**config.mk**
```make
export PLATFORM = sky130hd
export DESIGN_NAME = vga_bounce_box
export DESIGN_NICKNAME = d
export VERILOG_FILES = /design/src/rtl/vga_bounce_box.sv
export SDC_FILE = /design/constraint.sdc
export NUM_CORES = 1
export LEC_CHECK = 0
export ABC_CLOCK_PERIOD_IN_PS = 3650
export CORE_UTILIZATION = 55
export CTS_CLUSTER_SIZE = 12
export DETAILED_ROUTE_END_ITERATION = 7
export GPL_TIMING_DRIVEN = 1
export PLACE_DENSITY = 0.81
export SYNTH_ARGS = -nofsm -noshare
export SYNTH_HDL_FRONTEND = slang
export SYNTH_SLANG_ARGS = --single-unit
```
**constraint.sdc**
```tcl
create_clock -name clk_px -period 3.65 [get_ports clk_px]
set_clock_uncertainty 0.2 [all_clocks]
set_input_delay 0.73 -clock clk_px [delete_from_list [all_inputs] [get_ports clk_px]]
set_output_delay 0.73 -clock clk_px [all_outputs]
set_load 0.005 [all_outputs]
```
**src/rtl/vga_bounce_box.sv**
```systemverilog
// Pixel source for vga_controller: a solid box bouncing inside the active area over an
// optional blue grid, one clock of latency from scan position to RGB.
module vga_bounce_box #(
    parameter int unsigned H_ACTIVE  = 800,
    parameter int unsigned V_ACTIVE  = 600,
    parameter int unsigned BOX_W     = 32,
    parameter int unsigned BOX_H     = 32,
    parameter int unsigned STEP      = 2,
    parameter int unsigned GRID_LOG2 = 6
) (
    input  logic        clk_px,
    input  logic        i_reset,
    input  logic [10:0] i_pos_h,
    input  logic [9:0]  i_pos_v,
    input  logic        i_pause,
    input  logic        i_grid_en,
    output logic        o_red,
    output logic        o_green,
    output logic        o_blue,
    output logic [10:0] o_box_x,
    output logic [9:0]  o_box_y,
    output logic        o_frame_tick
);

    localparam logic [11:0] XMAX12 = 12'(H_ACTIVE - BOX_W);
    localparam logic [11:0] YMAX12 = 12'(V_ACTIVE - BOX_H);
    localparam logic [10:0] XMAX   = 11'(H_ACTIVE - BOX_W);
    localparam logic [9:0]  YMAX   = 10'(V_ACTIVE - BOX_H);
    localparam logic [11:0] STEP12 = 12'(STEP);
    localparam logic [10:0] STEP_X = 11'(STEP);
    localparam logic [9:0]  STEP_Y = 10'(STEP);

    logic [10:0] r_x;
    logic [9:0]  r_y;
    logic        r_dir_x_neg;
    logic        r_dir_y_neg;
    logic [2:0]  r_colour;
    logic        r_prev_origin;
    logic [2:0]  r_rgb;
    logic        r_tick;

    logic        w_origin;
    logic        w_fs;
    logic [11:0] w_x12;
    logic [11:0] w_y12;
    logic [11:0] w_h12;
    logic [11:0] w_v12;
    logic [10:0] w_x_nxt;
    logic [9:0]  w_y_nxt;
    logic        w_dir_x_nxt;
    logic        w_dir_y_nxt;
    logic        w_bounce_x;
    logic        w_bounce_y;
    logic        w_active;
    logic        w_in_box;
    logic        w_grid;
    logic [2:0]  w_rgb;

    assign w_origin = (i_pos_h == 11'd0) && (i_pos_v == 10'd0);
    assign w_fs     = w_origin && !r_prev_origin;
    assign w_x12    = {1'b0, r_x};
    assign w_y12    = {2'b00, r_y};
    assign w_h12    = {1'b0, i_pos_h};
    assign w_v12    = {2'b00, i_pos_v};

    // Comparisons run in 12 bits so the edge tests never wrap.
    always_comb begin
        w_x_nxt     = r_x;
        w_dir_x_nxt = r_dir_x_neg;
        w_bounce_x  = 1'b0;
        if (!r_dir_x_neg) begin
            if (w_x12 + STEP12 >= XMAX12) begin
                w_x_nxt     = XMAX;
                w_dir_x_nxt = 1'b1;
                w_bounce_x  = 1'b1;
            end else begin
                w_x_nxt = r_x + STEP_X;
            end
        end else if (w_x12 <= STEP12) begin
            w_x_nxt     = 11'd0;
            w_dir_x_nxt = 1'b0;
            w_bounce_x  = 1'b1;
        end else begin
            w_x_nxt = r_x - STEP_X;
        end
    end

    always_comb begin
        w_y_nxt     = r_y;
        w_dir_y_nxt = r_dir_y_neg;
        w_bounce_y  = 1'b0;
        if (!r_dir_y_neg) begin
            if (w_y12 + STEP12 >= YMAX12) begin
                w_y_nxt     = YMAX;
                w_dir_y_nxt = 1'b1;
                w_bounce_y  = 1'b1;
            end else begin
                w_y_nxt = r_y + STEP_Y;
            end
        end else if (w_y12 <= STEP12) begin
            w_y_nxt     = 10'd0;
            w_dir_y_nxt = 1'b0;
            w_bounce_y  = 1'b1;
        end else begin
            w_y_nxt = r_y - STEP_Y;
        end
    end

    assign w_active = (w_h12 < 12'(H_ACTIVE)) && (w_v12 < 12'(V_ACTIVE));
    assign w_in_box = (w_h12 >= w_x12) && (w_h12 < w_x12 + 12'(BOX_W)) &&
                      (w_v12 >= w_y12) && (w_v12 < w_y12 + 12'(BOX_H));
    assign w_grid   = i_grid_en && ((i_pos_h[GRID_LOG2-1:0] == '0) ||
                                    (i_pos_v[GRID_LOG2-1:0] == '0));

    always_comb begin
        w_rgb = 3'b000;
        if (w_active) begin
            if (w_in_box) begin
                w_rgb = r_colour;
            end else if (w_grid) begin
                w_rgb = 3'b001;
            end
        end
    end

    always_ff @(posedge clk_px) begin
        if (i_reset) begin
            r_x           <= 11'd0;
            r_y           <= 10'd0;
            r_dir_x_neg   <= 1'b0;
            r_dir_y_neg   <= 1'b0;
            r_colour      <= 3'b100;
            r_prev_origin <= 1'b1;
            r_rgb         <= 3'b000;
            r_tick        <= 1'b0;
        end else begin
            r_prev_origin <= w_origin;
            r_rgb         <= w_rgb;
            r_tick        <= w_fs;
            // Pause only blocks motion; the tick still marks the frame.
            if (w_fs && !i_pause) begin
                r_x         <= w_x_nxt;
                r_y         <= w_y_nxt;
                r_dir_x_neg <= w_dir_x_nxt;
                r_dir_y_neg <= w_dir_y_nxt;
                if (w_bounce_x || w_bounce_y) begin
                    r_colour <= r_colour + 3'd1;
                end
            end
        end
    end

    assign o_red        = r_rgb[2];
    assign o_green      = r_rgb[1];
    assign o_blue       = r_rgb[0];
    assign o_box_x      = r_x;
    assign o_box_y      = r_y;
    assign o_frame_tick = r_tick;

endmodule

```
Word level (Yosys, flattened, before mapping):

Cells that the tools add are included.

* logic and storage cells: 64
* register bits: 31
* output and inout port bits: 25

* $lt $le $gt $ge: 10
* bitwise gates (word level): 1
* reductions and logical operators: 18
* mux-type cells: 18
* add/sub/neg operators: 9

Operator list (number)
* 2-to-1 mux 11 bit: 3
* 2-to-1 mux 10 bit: 3
* adder 11 x 2 -> 12 bit (second input constant): 1
* adder 11 x 6 -> 12 bit (second input constant): 1
* greater-or-equal comparator 12 x 10 -> 1 bit (second input constant): 1
* zero test 6 bit: 2
* less-than comparator 11 x 12 -> 1 bit: 1
* adder 10 x 2 -> 11 bit (second input constant): 1
* adder 10 x 6 -> 11 bit (second input constant): 1
* adder 11 x 2 -> 11 bit (second input constant): 1
* greater-or-equal comparator 11 x 10 -> 1 bit (second input constant): 1
* greater-or-equal comparator 11 bit: 1
* less-or-equal comparator 11 x 2 -> 1 bit (second input constant): 1
* zero test 11 bit: 1
* less-than comparator 10 x 11 -> 1 bit: 1
* less-than comparator 11 x 10 -> 1 bit (second input constant): 1
* 2-to-1 mux 1 bit: 11
* subtractor 11 x 2 -> 11 bit (second input constant): 1
* adder 10 x 2 -> 10 bit (second input constant): 1
* greater-or-equal comparator 10 bit: 1
* less-or-equal comparator 10 x 2 -> 1 bit (second input constant): 1
* zero test 10 bit: 1
* less-than comparator 10 bit (second input constant): 1
* subtractor 10 x 2 -> 10 bit (second input constant): 1
* other kinds (8): 17

Depth between registers and ports, before layout:

* depth in word-level cells: 6
* mapped depth: 11
* mapped depth without buffers: 10

Worst setup path after synthesis:

OpenSTA, ideal clock, no wires.

* path kind: register to register
* start: register r_y[5] (netlist: o_box_y[5])
* end: register r_rgb[0]
* required time: 3378 ps
* cell stages (with the launch flop): 11
* data arrival time: 2444 ps
* setup slack: 934 ps
* period minus slack after synthesis: 2716 ps
* library setup time: 72 ps
* path through: dfxtp_1 clkbuf_1 inv_1 ha_1 inv_1 ha_1 a21o_1 a221oi_1 o21ai_0 nor4_1 mux2i_1

* cells in the longest elaborated chain, start to end: 4
* elaborated cells between the ends (all ways): 6

RTL lines
* start: declaration: RTL line 34 `logic [9:0] r_y;`
* start signal: assignment: RTL line 143 `r_y <= w_y_nxt;`
* adder 10 x 6 -> 11 bit / greater-or-equal comparator 10 bit (equally long branches): RTL line 111 `(w_v12 >= w_y12) && (w_v12 < w_y12 + 12'(BOX_H));`
* less-than comparator 10 x 11 -> 1 bit / logical AND 1 bit (equally long branches): RTL line 111, 110
* logical AND 1 bit (*): RTL line 111
* 2-to-1 mux 3 bit (*): RTL line 118 `if (w_in_box) begin`
* end signal: assignment: RTL line 138 `r_rgb <= w_rgb;`
* end: declaration: RTL line 39 `logic [2:0] r_rgb;`

Every way passes the cells marked *; elsewhere a longest branch is shown, timed or not.
A chain may end at the register's enable or synchronous reset.

Worst setup path in the final report:

* start: register r_x[5] (netlist: o_box_x[5])
* end: register r_rgb[0]

* cells in the longest elaborated chain, start to end: 6
* elaborated cells between the ends (all ways): 7

RTL lines
* start: declaration: RTL line 33 `logic [10:0] r_x;`
* start signal: assignment: RTL line 142 `r_x <= w_x_nxt;`
* adder 11 x 6 -> 12 bit: RTL line 110 `assign w_in_box = (w_h12 >= w_x12) && (w_h12 < w_x12 + 12'(BOX_W)) &&`
* less-than comparator 11 x 12 -> 1 bit: RTL line 110
* logical AND 1 bit (*) (2 in a row): RTL line 110
* logical AND 1 bit (*): RTL line 111
* 2-to-1 mux 3 bit (*): RTL line 118

Marks and branches as above.

==> flow_summary_export.csv <==
group,metric,value,unit
layout,layout_commonest_cell,"sky130_fd_sc_hd__clkdlybuf4s50_1",
clock_tree,postCtsSetupRepairBufs,0,
drt,vias_per_cell,6.48,
synthesis,post_synth_num_cell_types,67,
drt,total_number_of_vias,3467,
clock_tree,cts_max_path_bufs,2,
layout,area_taken_by_multi_input_logic_gates,2360,um^2
layout,seqCellArea,581,um^2
drt,detail_route.iter0.violations,238,
layout,insertedDiodeCount,0,
drt,wire_length_per_cell_after_detailed_routing,17.1,um
clock_tree,cts.sink_count,29,
job,maxCapViolations,0,
timing,rsz0062_at_grt,"no",
floorplan,coreArea,5540,um^2
clock_tree,clkTransAtPathRegs,0.07,ns
drt,drt_pass1_iterations,6,
floorplan,die-area,6120,um^2
timing,tightest_slew,0.706,ns
run_status,run_status,"complete, no violations",
power_and_ir_drop,power_per_unit_of_standard_cell_area,206,nW/um^2
timing,timing.fmax,326,MHz
synthesis,syn_area_per_cell,7.49,um^2
synthesis,ys_seq_area_share,18.2,%
critical_path,timing.reg2reg.worst_path_depth,9,
worst_hold_path,hold_class,"flop to flop",
grt,first_global_vias,3229,
timing,tns,0,ns
drt,drt-total-wl,9150,um
synthesis,synth_edf_count,0,
synthesis,syn_inst,427,
critical_path,setup.worst_path.class,"flop to flop",
synthesis,ys_warn_count,0,
floorplan,num_io_pins,50,
timing,final-max-slew-violation-count,0,
layout,fillerInstances,481,
power_and_ir_drop,vdd_drop_max,0.180,mV
clock_tree,clock_tree_from_tritoncts,"yes",
drt,drc_viols,0,
grt,grt.overflow.total,0,
layout,layout.nets,528,
synthesis,ys_ff_latch,29,
timing,max-slew-margin-rel,52.8,%
clock_tree,cts_max_level,2,
grt,antenna_found_initial,0,
critical_path,worst-endpoint-required,3.67,ns
floorplan,die_h,78.3,um
timing,worst_hold_slack,0.238,ns
synthesis,yosys_most_used_dff,"sky130_fd_sc_hd__dfxtp_1",
layout,most-common-layout-cells,"sky130_fd_sc_hd__clkdlybuf4s50_1, sky130_fd_sc_hd__ha_1, sky130_fd_sc_hd__nand2_1",
worst_hold_path,hold-path-cell-count,1,
timing,final-setup-viol-count,0,
placement,detailedPlacementHpwl,6850,um
critical_path,path_max_fanout,12,
clock_tree,resized_after_cts,0,
clock_tree,cts.root.buffer_cell,"sky130_fd_sc_hd__clkbuf_8",
synthesis,post_synthesis_cell_area,3200,um^2
critical_path,worst_setup_path_end_kind,"flop",
timing,timing.final.hold_violations,0,
timing,finalCriticalPeriod,3.07,ns
layout,syn_to_final_growth,18.7,%
layout,fin_util,68.5,%
clock_tree,cts_inserted_buffers,5,
clock_tree,cts_hold_repair.buffers,0,
placement,port_buffers,47,
critical_path,cp.arrival,3.08,ns
synthesis,synth-async-reset-ratio,0,%
grt,grt_max_degree,23,
floorplan,rows,27,
layout,share_of_cells_above_drive_strength_1,6.26,%
drt,ant_nets,0,
grt,global_route.usage.total,30.8,%
clock_tree,insertion_delay,0.28,ns
power_and_ir_drop,p_leak,1.44,nW
floorplan,floorplan.initialDensity,57.7,%
placement,gp_weighted_congestion,0.900,
timing,timing.final.crit_share,84.0,%
grt,grt_first_pass_wirelength,15100,um
critical_path,crit_path_start_kind,"flop",
floorplan,floorplan.die.width,78.3,um
==> synthesized netlist by cell type (3+ instances only) <==
cell	number	area, um^2
sky130_fd_sc_hd__ha_1	41	513
sky130_fd_sc_hd__nand2_1	34	128
sky130_fd_sc_hd__nor2_1	32	120
sky130_fd_sc_hd__a21oi_1	31	155
sky130_fd_sc_hd__dfxtp_1	29	581
sky130_fd_sc_hd__inv_1	27	101
sky130_fd_sc_hd__o21ai_0	27	135
sky130_fd_sc_hd__nand3_1	21	105
sky130_fd_sc_hd__xnor2_1	14	123
sky130_fd_sc_hd__buf_2	13	65.1
sky130_fd_sc_hd__nor3_1	13	65.1
sky130_fd_sc_hd__clkbuf_1	11	41.3
sky130_fd_sc_hd__and3_1	9	56.3
sky130_fd_sc_hd__a211oi_1	8	60.1
sky130_fd_sc_hd__a21o_1	8	60.1
sky130_fd_sc_hd__a31oi_1	8	50.1
sky130_fd_sc_hd__o21ai_1	8	40.0
sky130_fd_sc_hd__nand4_1	6	37.5
sky130_fd_sc_hd__nor4_1	6	37.5
sky130_fd_sc_hd__and4_1	5	43.8
sky130_fd_sc_hd__a2111oi_0	4	35.0
sky130_fd_sc_hd__mux2i_1	4	40.0
sky130_fd_sc_hd__o211ai_1	4	30.0
sky130_fd_sc_hd__o31ai_1	4	30.0
sky130_fd_sc_hd__or4_1	4	30.0
sky130_fd_sc_hd__a221oi_1	3	26.3
sky130_fd_sc_hd__buf_4	3	22.5
sky130_fd_sc_hd__nor2b_1	3	18.8
==> critical path, cell delays in order (launching register included) <==
cell and delay (ns):
sky130_fd_sc_hd__dfxtp_1 0.59, sky130_fd_sc_hd__nand3_1 0.26, sky130_fd_sc_hd__nor2_1 0.24, sky130_fd_sc_hd__xnor2_1 0.16, sky130_fd_sc_hd__ha_1 0.27, sky130_fd_sc_hd__a21o_1 0.18, sky130_fd_sc_hd__a222oi_1 0.24, sky130_fd_sc_hd__o21ai_0 0.13
sky130_fd_sc_hd__nor4_1 0.50, sky130_fd_sc_hd__mux2i_1 0.24
==> power by group <==
part | internal [mW] | switching, mW
Sequential | 0.318 | 0.00503
Combinational | 0.0543 | 0.0534
Clock | 0.222 | 0.131
==> flip-flops by register name, indices dropped and copies added, names as in the netlist <==
name and cells:
o_box_x 10, o_frame_tick 1, o_box_y 9, r_dir_y_neg 1, r_dir_x_neg 1, r_colour 3
r_prev_origin 1, r_rgb 3
==> metrics by stage <==
step	total power, mW	cells	setup WS [ns]	cell area, um^2
final	0.784	535	0.584	3800
after floorplan	0.384	428	0.934	3200
after global placement	0.433	527	0.420	3680
after CTS	0.787	535	0.566	3800
after global routing	0.814	535	0.309	3800
after detailed placement	0.436	527	0.388	3680
==> cells by family (layout without fill, tap and decap cells) <==
| group | after synthesis | after routing | share of synthesized area [%] |
|---|---|---|---|
| AO/OA/AOI/OAI | 132 | 132 | 27.9 |
| XOR/XNOR | 14 | 14 | 3.83 |
| adder cells (fa/ha/maj) | 41 | 41 | 16.0 |
| buffers and inverters | 58 | 93 | 8.18 |
| flip-flops | 29 | 29 | 18.2 |
| multiplexers | 5 | 5 | 1.60 |
| other | 1 | 2 | 0.117 |
| AND/OR/NAND/NOR | 147 | 147 | 24.2 |
==> final timing paths <==
kind	endpoint	start	slack [ns]
max	r_rgb[0]$_SDFF_PP0_	o_box_x[5]$_SDFFE_PP0P_	0.58
min	o_frame_tick$_SDFF_PP0_	r_prev_origin$_SDFF_PP1_	0.24
max reg2reg	r_rgb[0]$_SDFF_PP0_	o_box_x[5]$_SDFFE_PP0P_	0.58
min reg2reg	o_frame_tick$_SDFF_PP0_	r_prev_origin$_SDFF_PP1_	0.24
==> layer usage <==
layer	wire length, um	global-route usage (%)	vias to the layer above
met5	0	0	-
met4	411	16.3	0
met3	623	3.72	45
met2	4490	54.4	175
met1	3630	36.1	1596
li1	-	-	1651
==> final cells by class <==
| class | count | area share [%] |
|---|---|---|
| Multi-Input combinational cell | 341 | 62.1 |
| Sequential cell | 29 | 15.3 |
| Timing Repair Buffer | 57 | 14.4 |
| Inverter | 28 | 2.77 |
| Tap cell | 72 | 2.37 |
| Clock buffer | 7 | 2.27 |
| Clock inverter | 1 | 0.791 |
No activity file was read; power rests on OpenSTA's default activity.
